==> src/rtl/tx_fifo_wr_ctrl_if.sv <==
// Write-side bundle for the TX FIFO scheduler: requester A/B handshakes
// plus the FIFO write port and status.
interface tx_fifo_wr_ctrl_if #(
    parameter int DATA_WIDTH = 8
);
    logic                    a_req;
    logic [DATA_WIDTH-1:0]   a_data;
    logic                    a_ack;
    logic                    b_req;
    logic [2*DATA_WIDTH-1:0] b_data;
    logic                    b_ack;
    logic                    wfull;
    logic                    winc;
    logic [DATA_WIDTH-1:0]   wr_data;
    logic                    busy;

    modport master (
        output a_req, a_data, b_req, b_data, wfull,
        input  a_ack, b_ack, winc, wr_data, busy
    );

    modport slave (
        input  a_req, a_data, b_req, b_data, wfull,
        output a_ack, b_ack, winc, wr_data, busy
    );
endinterface

==> src/rtl/tx_fifo_wr_ctrl.sv <==
// TX FIFO write-port scheduler: round-robin between an 8-bit and a 16-bit source.
// Define TX_FIFO_WR_CTRL_HI_FIRST_EN to send the B high byte first.
module tx_fifo_wr_ctrl #(
    parameter int DATA_WIDTH = 8
) (
    input logic             wclk,
    input logic             wrst_n,
    tx_fifo_wr_ctrl_if.slave bus
);
    localparam int DW = DATA_WIDTH;

    typedef enum logic [1:0] {
        IDLE,
        SEND_A,
        SEND_B0,
        SEND_B1
    } state_t;

    state_t        state_q, state_d;
    logic [DW-1:0] wr_data_q, wr_data_d;
    logic [DW-1:0] b_keep_q, b_keep_d;
    logic          last_b_q, last_b_d;
    logic          a_ack_q, a_ack_d;
    logic          b_ack_q, b_ack_d;

    logic          winc;
    logic          a_elig;
    logic          b_elig;
    logic          pick_a;
    logic          pick_b;
    logic [DW-1:0] b_first;
    logic [DW-1:0] b_second;

`ifdef TX_FIFO_WR_CTRL_HI_FIRST_EN
    assign b_first  = bus.b_data[2*DW-1:DW];
    assign b_second = bus.b_data[DW-1:0];
`else
    assign b_first  = bus.b_data[DW-1:0];
    assign b_second = bus.b_data[2*DW-1:DW];
`endif

    assign winc = (state_q != IDLE) && !bus.wfull;

    // A requester whose ack is still visible is not eligible again yet.
    assign a_elig = bus.a_req && !a_ack_q;
    assign b_elig = bus.b_req && !b_ack_q;
    assign pick_a = a_elig && (!b_elig || last_b_q);
    assign pick_b = b_elig && !pick_a;

    always_comb begin
        state_d   = state_q;
        wr_data_d = wr_data_q;
        b_keep_d  = b_keep_q;
        last_b_d  = last_b_q;
        a_ack_d   = 1'b0;
        b_ack_d   = 1'b0;
        unique case (state_q)
            IDLE: begin
                unique case (1'b1)
                    pick_a: begin
                        state_d   = SEND_A;
                        wr_data_d = bus.a_data;
                        last_b_d  = 1'b0;
                    end
                    pick_b: begin
                        state_d   = SEND_B0;
                        wr_data_d = b_first;
                        b_keep_d  = b_second;
                        last_b_d  = 1'b1;
                    end
                    default: ;
                endcase
            end
            SEND_A: begin
                if (winc) begin
                    state_d = IDLE;
                    a_ack_d = 1'b1;
                end
            end
            SEND_B0: begin
                if (winc) begin
                    state_d   = SEND_B1;
                    wr_data_d = b_keep_q;
                end
            end
            SEND_B1: begin
                if (winc) begin
                    state_d = IDLE;
                    b_ack_d = 1'b1;
                end
            end
            default: state_d = IDLE;
        endcase
    end

    always_ff @(posedge wclk or negedge wrst_n) begin
        if (!wrst_n) begin
            state_q   <= IDLE;
            wr_data_q <= '0;
            b_keep_q  <= '0;
            last_b_q  <= 1'b1;
            a_ack_q   <= 1'b0;
            b_ack_q   <= 1'b0;
        end else begin
            state_q   <= state_d;
            wr_data_q <= wr_data_d;
            b_keep_q  <= b_keep_d;
            last_b_q  <= last_b_d;
            a_ack_q   <= a_ack_d;
            b_ack_q   <= b_ack_d;
        end
    end

    assign bus.winc    = winc;
    assign bus.wr_data = wr_data_q;
    assign bus.a_ack   = a_ack_q;
    assign bus.b_ack   = b_ack_q;
    assign bus.busy    = (state_q != IDLE);
endmodule
==> src/flat_wrapper.sv <==
// flat-port wrapper written by rule: the top's interface ports become plain ports
module tx_fifo_wr_ctrl_flat 
#(
    parameter int DATA_WIDTH = 8
)
  (wclk, wrst_n, bus_a_req, bus_a_data, bus_b_req, bus_b_data, bus_wfull, bus_a_ack, bus_b_ack, bus_winc, bus_wr_data, bus_busy);
  tx_fifo_wr_ctrl_if #(.DATA_WIDTH(DATA_WIDTH)) bus_i ();
  input logic wclk;
  input logic wrst_n;
  input wire logic [$bits(bus_i.a_req)-1:0] bus_a_req;
  input wire logic [$bits(bus_i.a_data)-1:0] bus_a_data;
  input wire logic [$bits(bus_i.b_req)-1:0] bus_b_req;
  input wire logic [$bits(bus_i.b_data)-1:0] bus_b_data;
  input wire logic [$bits(bus_i.wfull)-1:0] bus_wfull;
  output wire logic [$bits(bus_i.a_ack)-1:0] bus_a_ack;
  output wire logic [$bits(bus_i.b_ack)-1:0] bus_b_ack;
  output wire logic [$bits(bus_i.winc)-1:0] bus_winc;
  output wire logic [$bits(bus_i.wr_data)-1:0] bus_wr_data;
  output wire logic [$bits(bus_i.busy)-1:0] bus_busy;
  assign bus_i.a_req = bus_a_req;
  assign bus_i.a_data = bus_a_data;
  assign bus_i.b_req = bus_b_req;
  assign bus_i.b_data = bus_b_data;
  assign bus_i.wfull = bus_wfull;
  assign bus_a_ack = bus_i.a_ack;
  assign bus_b_ack = bus_i.b_ack;
  assign bus_winc = bus_i.winc;
  assign bus_wr_data = bus_i.wr_data;
  assign bus_busy = bus_i.busy;
  tx_fifo_wr_ctrl #(.DATA_WIDTH(DATA_WIDTH)) u_core (.wclk(wclk), .wrst_n(wrst_n), .bus(bus_i));
endmodule
==> config.mk <==
export PLATFORM = sky130hd
export DESIGN_NAME = tx_fifo_wr_ctrl_flat
export DESIGN_NICKNAME = d
export VERILOG_FILES = /design/src/rtl/tx_fifo_wr_ctrl_if.sv /design/src/rtl/tx_fifo_wr_ctrl.sv /design/src/flat_wrapper.sv
export SDC_FILE = /design/constraint.sdc
export NUM_CORES = 1
export LEC_CHECK = 0
export CAP_MARGIN = 5
export CORE_MARGIN = 2
export CORE_UTILIZATION = 25
export DETAILED_ROUTE_END_ITERATION = 16
export PLACE_DENSITY_LB_ADDON = 0.3
export SLEW_MARGIN = 20
export SYNTH_ARGS = -nofsm -noshare
export SYNTH_HDL_FRONTEND = slang
export SYNTH_SLANG_ARGS = --single-unit
export TNS_END_PERCENT = 20
==> constraint.sdc <==
create_clock -name wclk -period 2.4 [get_ports wclk]
set_clock_uncertainty 0.2 [all_clocks]
set_input_delay 0.6 -clock wclk [delete_from_list [all_inputs] [get_ports wclk]]
set_output_delay 0.6 -clock wclk [all_outputs]
set_load 0.03 [all_outputs]
==> results of run 1 <==
[cell families (layout without fill, tap and decap cells)]
family | Yosys count | in the layout | share of synthesized area (%)
buffers and inverters | 6 | 52 | 2.62
AOI/OAI and AO/OA | 30 | 30 | 21.9
and+or+nand+nor | 30 | 30 | 14.0
muxes | 8 | 8 | 8.98
DFF | 21 | 21 | 52.5
[metrics by stage]
stage / cells / total power [mW] / worst slack, ns / area [µm²] / util, %
final: 191 / 1.90 / 0.0970 / 1540 / 38.9
after global routing: 191 / 2.04 / 0.0317 / 1540 / 38.9
after CTS: 191 / 1.92 / 0.0984 / 1540 / 38.9
after detailed placement: 187 / 1.69 / 0.132 / 1490 / 37.8
after global placement: 187 / 1.67 / 0.144 / 1490 / 37.8
after floorplan: 95 / 1.31 / 0.587 / 1000 / -
[cells in the final DEF, fill, tap and decap left out]
| cell type | synthesis | layout |
|---|---|---|
| nand2b_1 | 1 | 1 |
| a31oi_1 | 1 | 1 |
| nand3_2 | 1 | 1 |
| o21ai_0 | 1 | 1 |
| o31ai_4 | 1 | 1 |
| o31ai_1 | 8 | 8 |
| dfstp_2 | 1 | 1 |
| inv_1 | 2 | 2 |
| clkbuf_8 | 0 | 3 |
| a21oi_1 | 10 | 10 |
| a31o_2 | 8 | 8 |
| nand3b_1 | 1 | 1 |
| mux2_2 | 8 | 8 |
| a21boi_0 | 1 | 1 |
| clkbuf_1 | 0 | 1 |
| clkdlybuf4s50_1 | 0 | 39 |
| and2b_1 | 1 | 1 |
| nand2_1 | 10 | 10 |
| dfrtp_1 | 20 | 20 |
| or2b_1 | 1 | 1 |
| nor2b_1 | 2 | 2 |
| nand2_2 | 1 | 1 |
| buf_4 | 0 | 7 |
| nor2_1 | 12 | 12 |
[synth_stat cells (2+ instances only)]
master / n
a21oi_1: 10
a31o_2: 8
buf_2: 3
dfrtp_1: 20
inv_1: 2
mux2_2: 8
nand2_1: 10
nor2_1: 12
nor2b_1: 2
o31ai_1: 8
[sequential cells by signal, indices dropped and copies added, names as in the netlist]
signal,cells
u_core.b_keep_q,8
u_core.bus.wr_data,8
u_core.state_q,2
u_core.bus.a_ack,1
u_core.bus.b_ack,1
u_core.last_b_q,1
[path summary, 6_finish.rpt]
check	startpoint	endpoint	slack, ns	cells past startpoint
worst max-delay path	u_core.state_q[0]	bus_busy	0.1	3
worst min-delay path	u_core.bus.wr_data[1]	u_core.bus.wr_data[1]	0.29	2
worst max register to register	u_core.state_q[1]	u_core.bus.wr_data[3]	0.69	5
worst min register to register	u_core.bus.wr_data[1]	u_core.bus.wr_data[1]	0.29	2
max in group asynchronous	wrst_n	u_core.b_keep_q[3]	1.09	2
min in group asynchronous	wrst_n	u_core.b_keep_q[0]	0.39	1
[final cells by class]
cell class,count,area [µm²]
well taps,50,62.6
inverters,2,7.51
flip-flops and latches,21,527
fillers,375,2410
multi-input cells,68,450
repair buffers,46,443
clock buffers,4,45.0
[per-layer routing]
metal | vias up | global-route usage [%] | wire (µm)
met5 | - | 0 | 0
met4 | 0 | 3.83 | 27
met3 | 2 | 2.67 | 110
met2 | 22 | 19.2 | 1270
met1 | 416 | 14.3 | 1120
li1 | 431 | - | -
[power by group through the flow]
stage / clock, mW / combinational, mW / sequential [mW]
2_1_floorplan: 0 / 0.535 / 0.776
3_3_place_gp: 0 / 1.04 / 0.633
3_5_place_dp: 0 / 1.05 / 0.638
4_1_cts: 0.234 / 1.05 / 0.632
5_1_grt: 0.257 / 1.14 / 0.650
6_report: 0.226 / 1.04 / 0.632
[worst max-delay path, delay by kind of cell, from the launching register on]
kind / cells / cell delay (ns)
buffers and inverters: 2 / 0.64
flip-flops: 1 / 0.44
AND/OR/NAND/NOR: 1 / 0.17
==> flow_metrics.py, run 1 <==
metrics = {
    "cts": {
        "cts_tree": "built",
        "htree_levels": 1,
        "cts_root_buffer": "clkbuf_8",
        "clock_sinks": 21,
        "ctsHoldBuffers": 0,
        "postCtsResizedCells": 0,
        "clkTransAtPathRegs_ns": 0.07,
        "insertion_delay_ns": 0.25,
        "clk_path_buf_depth": 2,
        "cts_made_buffers": 3,
        "post_cts_buffers": 0,
    },
    "grt": {
        "grt_overflow": 0,
        "antenna_found_initial": 0,
        "grt_use_total_pct": 11.4,
        "grt_pass1_wl_um": 3870,
        "grt_pass1_vias": 858,
        "grt_start_max_net_pins": 18,
    },
    "worst_setup_path": {
        "worst_setup_path_start_kind": "flip-flop",
        "cp_cell_sequence": "nor2_1 -> inv_1 -> clkdlybuf4s50_1",
        "cp.arrival_ns": 1.50,
        "cp_max_fo": 7,
        "crit_path_end_kind": "output pin",
        "critPathMaxStageDelay_ns": 0.58,
        "worstPathRequired_ns": 1.60,
        "worst_path_max_delay_cell": "clkdlybuf4s50_1",
        "worstSetupPathType": "flip-flop to output pin",
    },
    "timing": {
        "worstMarginPinSlew_ns": 0.511,
        "maxSlewViolCount": 0,
        "fin_crit_sh_pct": 96.0,
        "period_needed_ns": 2.30,
        "setup_viol": 0,
        "fmaxAchievable_mhz": 434,
        "holdWs_ns": 0.290,
        "finalSetupTns_ns": 0,
        "maxSlewHeadroom_pct": 65.8,
        "hold_violations": 0,
        "grt_setup_unrepaired": "false",
    },
    "placement": {
        "hpwlAfterDp_um": 1940,
        "globalplace.congestion": 0.717,
        "port_buffers": 40,
    },
    "synthesis": {
        "yosysUniqueCellTypes": 22,
        "syn-num-nets": 124,
        "yosys.area.top_type_share_pct": 49.9,
        "synth_top_area_cell": "dfrtp_1",
        "synthFlopType": "dfrtp_1",
        "seq_area_frac_synth_pct": 52.5,
        "synthCells": 95,
        "yosys_warnings": 0,
        "syn_area_um2": 1000,
        "syn_avg_cell_area_um2": 10.6,
        "synthArstFlopShare_pct": 100,
        "synth_edf_count": 0,
        "synth_seq_cells": 21,
        "ys_top_cells_by_area": "dfrtp_1, mux2_2, a31o_2",
    },
    "hold_path": {
        "hp-class": "flip-flop to flip-flop",
    },
    "layout": {
        "antenna_cells": 0,
        "drive_gt1_share_pct": 21.3,
        "finalNetCount": 171,
        "area_delta_synth_final_pct": 53.0,
    },
    "routing": {
        "drc": 0,
        "vias": 871,
        "avgRoutedWirePerCell_um": 13.2,
        "dr.pass1.iters": 4,
        "final_antenna_net_count": 0,
        "viasPerCell": 4.56,
        "wl_um": 2530,
        "drt_iter0_drc": 29,
    },
    "floorplan": {
        "rows": 23,
        "fp.dieH_um": 67.4,
        "initial_core_util_pct": 25.5,
        "coreArea_um2": 3940,
        "dieWidth_um": 67.4,
        "io_pins": 41,
        "die_area_um2": 4540,
    },
    "pwr": {
        "power_density_nw_per_um2": 1230,
        "seq_power_share_pct": 33.3,
        "intPower_mw": 1.14,
        "pwr-share-clk_pct": 11.9,
        "p_leak_nw": 0.642,
        "combPwrFrac_pct": 54.7,
        "irDropWorstVdd_mv": 0.268,
        "p_switching_mw": 0.754,
        "swShare_pct": 39.8,
    },
    "outcome": {
        "run_status": "finished, final reports clean",
    },
    "run": {
        "cap_violations": 0,
    },
}
No activity file was read; power rests on OpenSTA's default activity.
==> run 2, diff against run 1 <==
--- a/config.mk
+++ b/config.mk
@@ -6,6 +6,7 @@
 export NUM_CORES = 1
 export LEC_CHECK = 0
 export CAP_MARGIN = 5
+export CORE_ASPECT_RATIO = 1.75
 export CORE_MARGIN = 2
 export CORE_UTILIZATION = 25
 export DETAILED_ROUTE_END_ITERATION = 16
==> flow_metrics.py, run 2 (synthesis results as in run 1) <==
metrics = {
    "outcome": {
        "run_status": "finished, final reports clean",
    },
    "worst_setup_path": {
        "crit_path_end_kind": "output pin",
        "cp_max_fo": 7,
        "worstPathRequired_ns": 1.60,
        "worstSetupPathType": "flip-flop to output pin",
        "crit_start": "u_core.state_q[0]",
        "cp.arrival_ns": 1.51,
        "worst_setup_path_start_kind": "flip-flop",
        "timing.rr.start": "u_core.state_q[1]",
    },
    "pwr": {
        "power_density_nw_per_um2": 1240,
        "p_leak_nw": 0.650,
        "intPower_mw": 1.16,
        "p_switching_mw": 0.757,
        "total_power_mw": 1.92,
        "swShare_pct": 39.4,
        "irDropWorstVdd_mv": 0.468,
        "seq_power_share_pct": 33.0,
        "pwr-share-clk_pct": 11.8,
        "combPwrFrac_pct": 55.3,
    },
    "timing": {
        "finalSetupTns_ns": 0,
        "setup_viol": 0,
        "period_needed_ns": 2.31,
        "grt_setup_unrepaired": "false",
        "fmaxAchievable_mhz": 433,
        "fin_crit_sh_pct": 96.2,
        "hold_violations": 0,
        "maxSlewViolCount": 0,
        "maxSlewHeadroom_pct": 64.1,
        "worstMarginPinSlew_ns": 0.537,
    },
    "routing": {
        "final_antenna_net_count": 0,
        "avgRoutedWirePerCell_um": 12.3,
        "dr.pass1.iters": 7,
        "viasPerCell": 4.61,
        "drc": 0,
        "wl_um": 2330,
        "drt_iter0_drc": 22,
        "vias": 872,
    },
    "grt": {
        "grt_pass1_vias": 892,
        "grt_pass1_wl_um": 3870,
        "antenna_found_initial": 0,
        "grt_use_total_pct": 11.2,
        "grt_start_max_net_pins": 22,
        "grt_overflow": 0,
    },
    "cts": {
        "cts_root_buffer": "clkbuf_8",
        "cts_made_buffers": 3,
        "ctsHoldBuffers": 0,
        "htree_levels": 1,
        "clkTransAtPathRegs_ns": 0.08,
        "insertion_delay_ns": 0.26,
        "clock_sinks": 21,
        "cts_tree": "built",
        "clk_path_buf_depth": 2,
        "post_cts_buffers": 0,
        "postCtsResizedCells": 0,
    },
    "placement": {
        "port_buffers": 40,
        "hpwlAfterDp_um": 1890,
        "globalplace.congestion": 0.712,
        "dpl.cell_count": 185,
        "post_dp_cell_area_um2": 1500,
    },
    "layout": {
        "area_delta_synth_final_pct": 54.1,
        "seqCellArea_um2": 527,
        "n_fill_cell": 393,
        "final_core_util_pct": 40.0,
        "drive_gt1_share_pct": 22.0,
        "multiInputGateArea_um2": 450,
        "layout_common_cells": "clkdlybuf4s50_1, dfrtp_1, nor2_1",
        "finalNetCount": 171,
        "fin_area_um2": 1550,
        "final_common_cell": "clkdlybuf4s50_1",
        "antenna_cells": 0,
        "finalNonFillerCells": 189,
    },
    "floorplan": {
        "dieWidth_um": 51.9,
        "die_area_um2": 4560,
        "initial_core_util_pct": 26.0,
        "io_pins": 41,
        "coreArea_um2": 3870,
        "rows": 30,
        "fp.dieH_um": 87.8,
    },
    "hold_path": {
        "hp-start": "u_core.bus.wr_data[5]",
        "hp-class": "flip-flop to flip-flop",
    },
    "run": {
        "cap_violations": 0,
    },
}
==> run 2: worst paths after layout <==
kind	end	slack [ns]	cells past startpoint
worst max register to register	u_core.bus.wr_data[1]	0.67	5
worst min register to register	u_core.bus.wr_data[5]	0.28	2
worst max-delay path	bus_busy	0.09	3
min in group asynchronous	u_core.bus.b_ack	0.48	2
worst min-delay path	u_core.bus.wr_data[5]	0.28	2
max in group asynchronous	u_core.last_b_q	1.25	2
==> run 2: routing by layer <==
layer / global-route usage (%) / vias up / wire length, µm
li1: - / 432 / -
met1: 12.1 / 406 / 908
met2: 20.4 / 32 / 1250
met3: 2.05 / 2 / 150
met4: 5.50 / 0 / 27
met5: 0 / - / 0
==> run 2: power by group through the flow <==
stage / clock network (mW) / registers, mW / logic [mW]
2_1_floorplan: 0 / 0.776 / 0.535
3_5_place_dp: 0 / 0.643 / 1.07
5_1_grt: 0.248 / 0.656 / 1.17
4_1_cts: 0.235 / 0.637 / 1.07
6_report: 0.226 / 0.633 / 1.06
3_3_place_gp: 0 / 0.634 / 1.06
==> run 2: final cells by class <==
class	count	area share, %
Tap cell	48	3.88
Clock inverter	1	0.324
Multi-Input combinational cell	68	29.1
Inverter	2	0.485
Timing Repair Buffer	46	29.4
Sequential cell	21	34.1
Clock buffer	3	2.67
==> run 2: critical path: stages, from the launching register on <==
cell	delay (ns)
dfrtp_1	0.45
nor2_1	0.09
inv_1	0.06
clkdlybuf4s50_1	0.66
==> run 2: per-stage QoR <==
step / hold WS (ns) / setup slack [ns]
after floorplan: 0.104 / 0.587
after global placement: 0.268 / 0.212
after detailed placement: 0.269 / 0.190
after CTS: 0.287 / 0.0737
after global routing: 0.300 / 0.0245
final: 0.283 / 0.0908
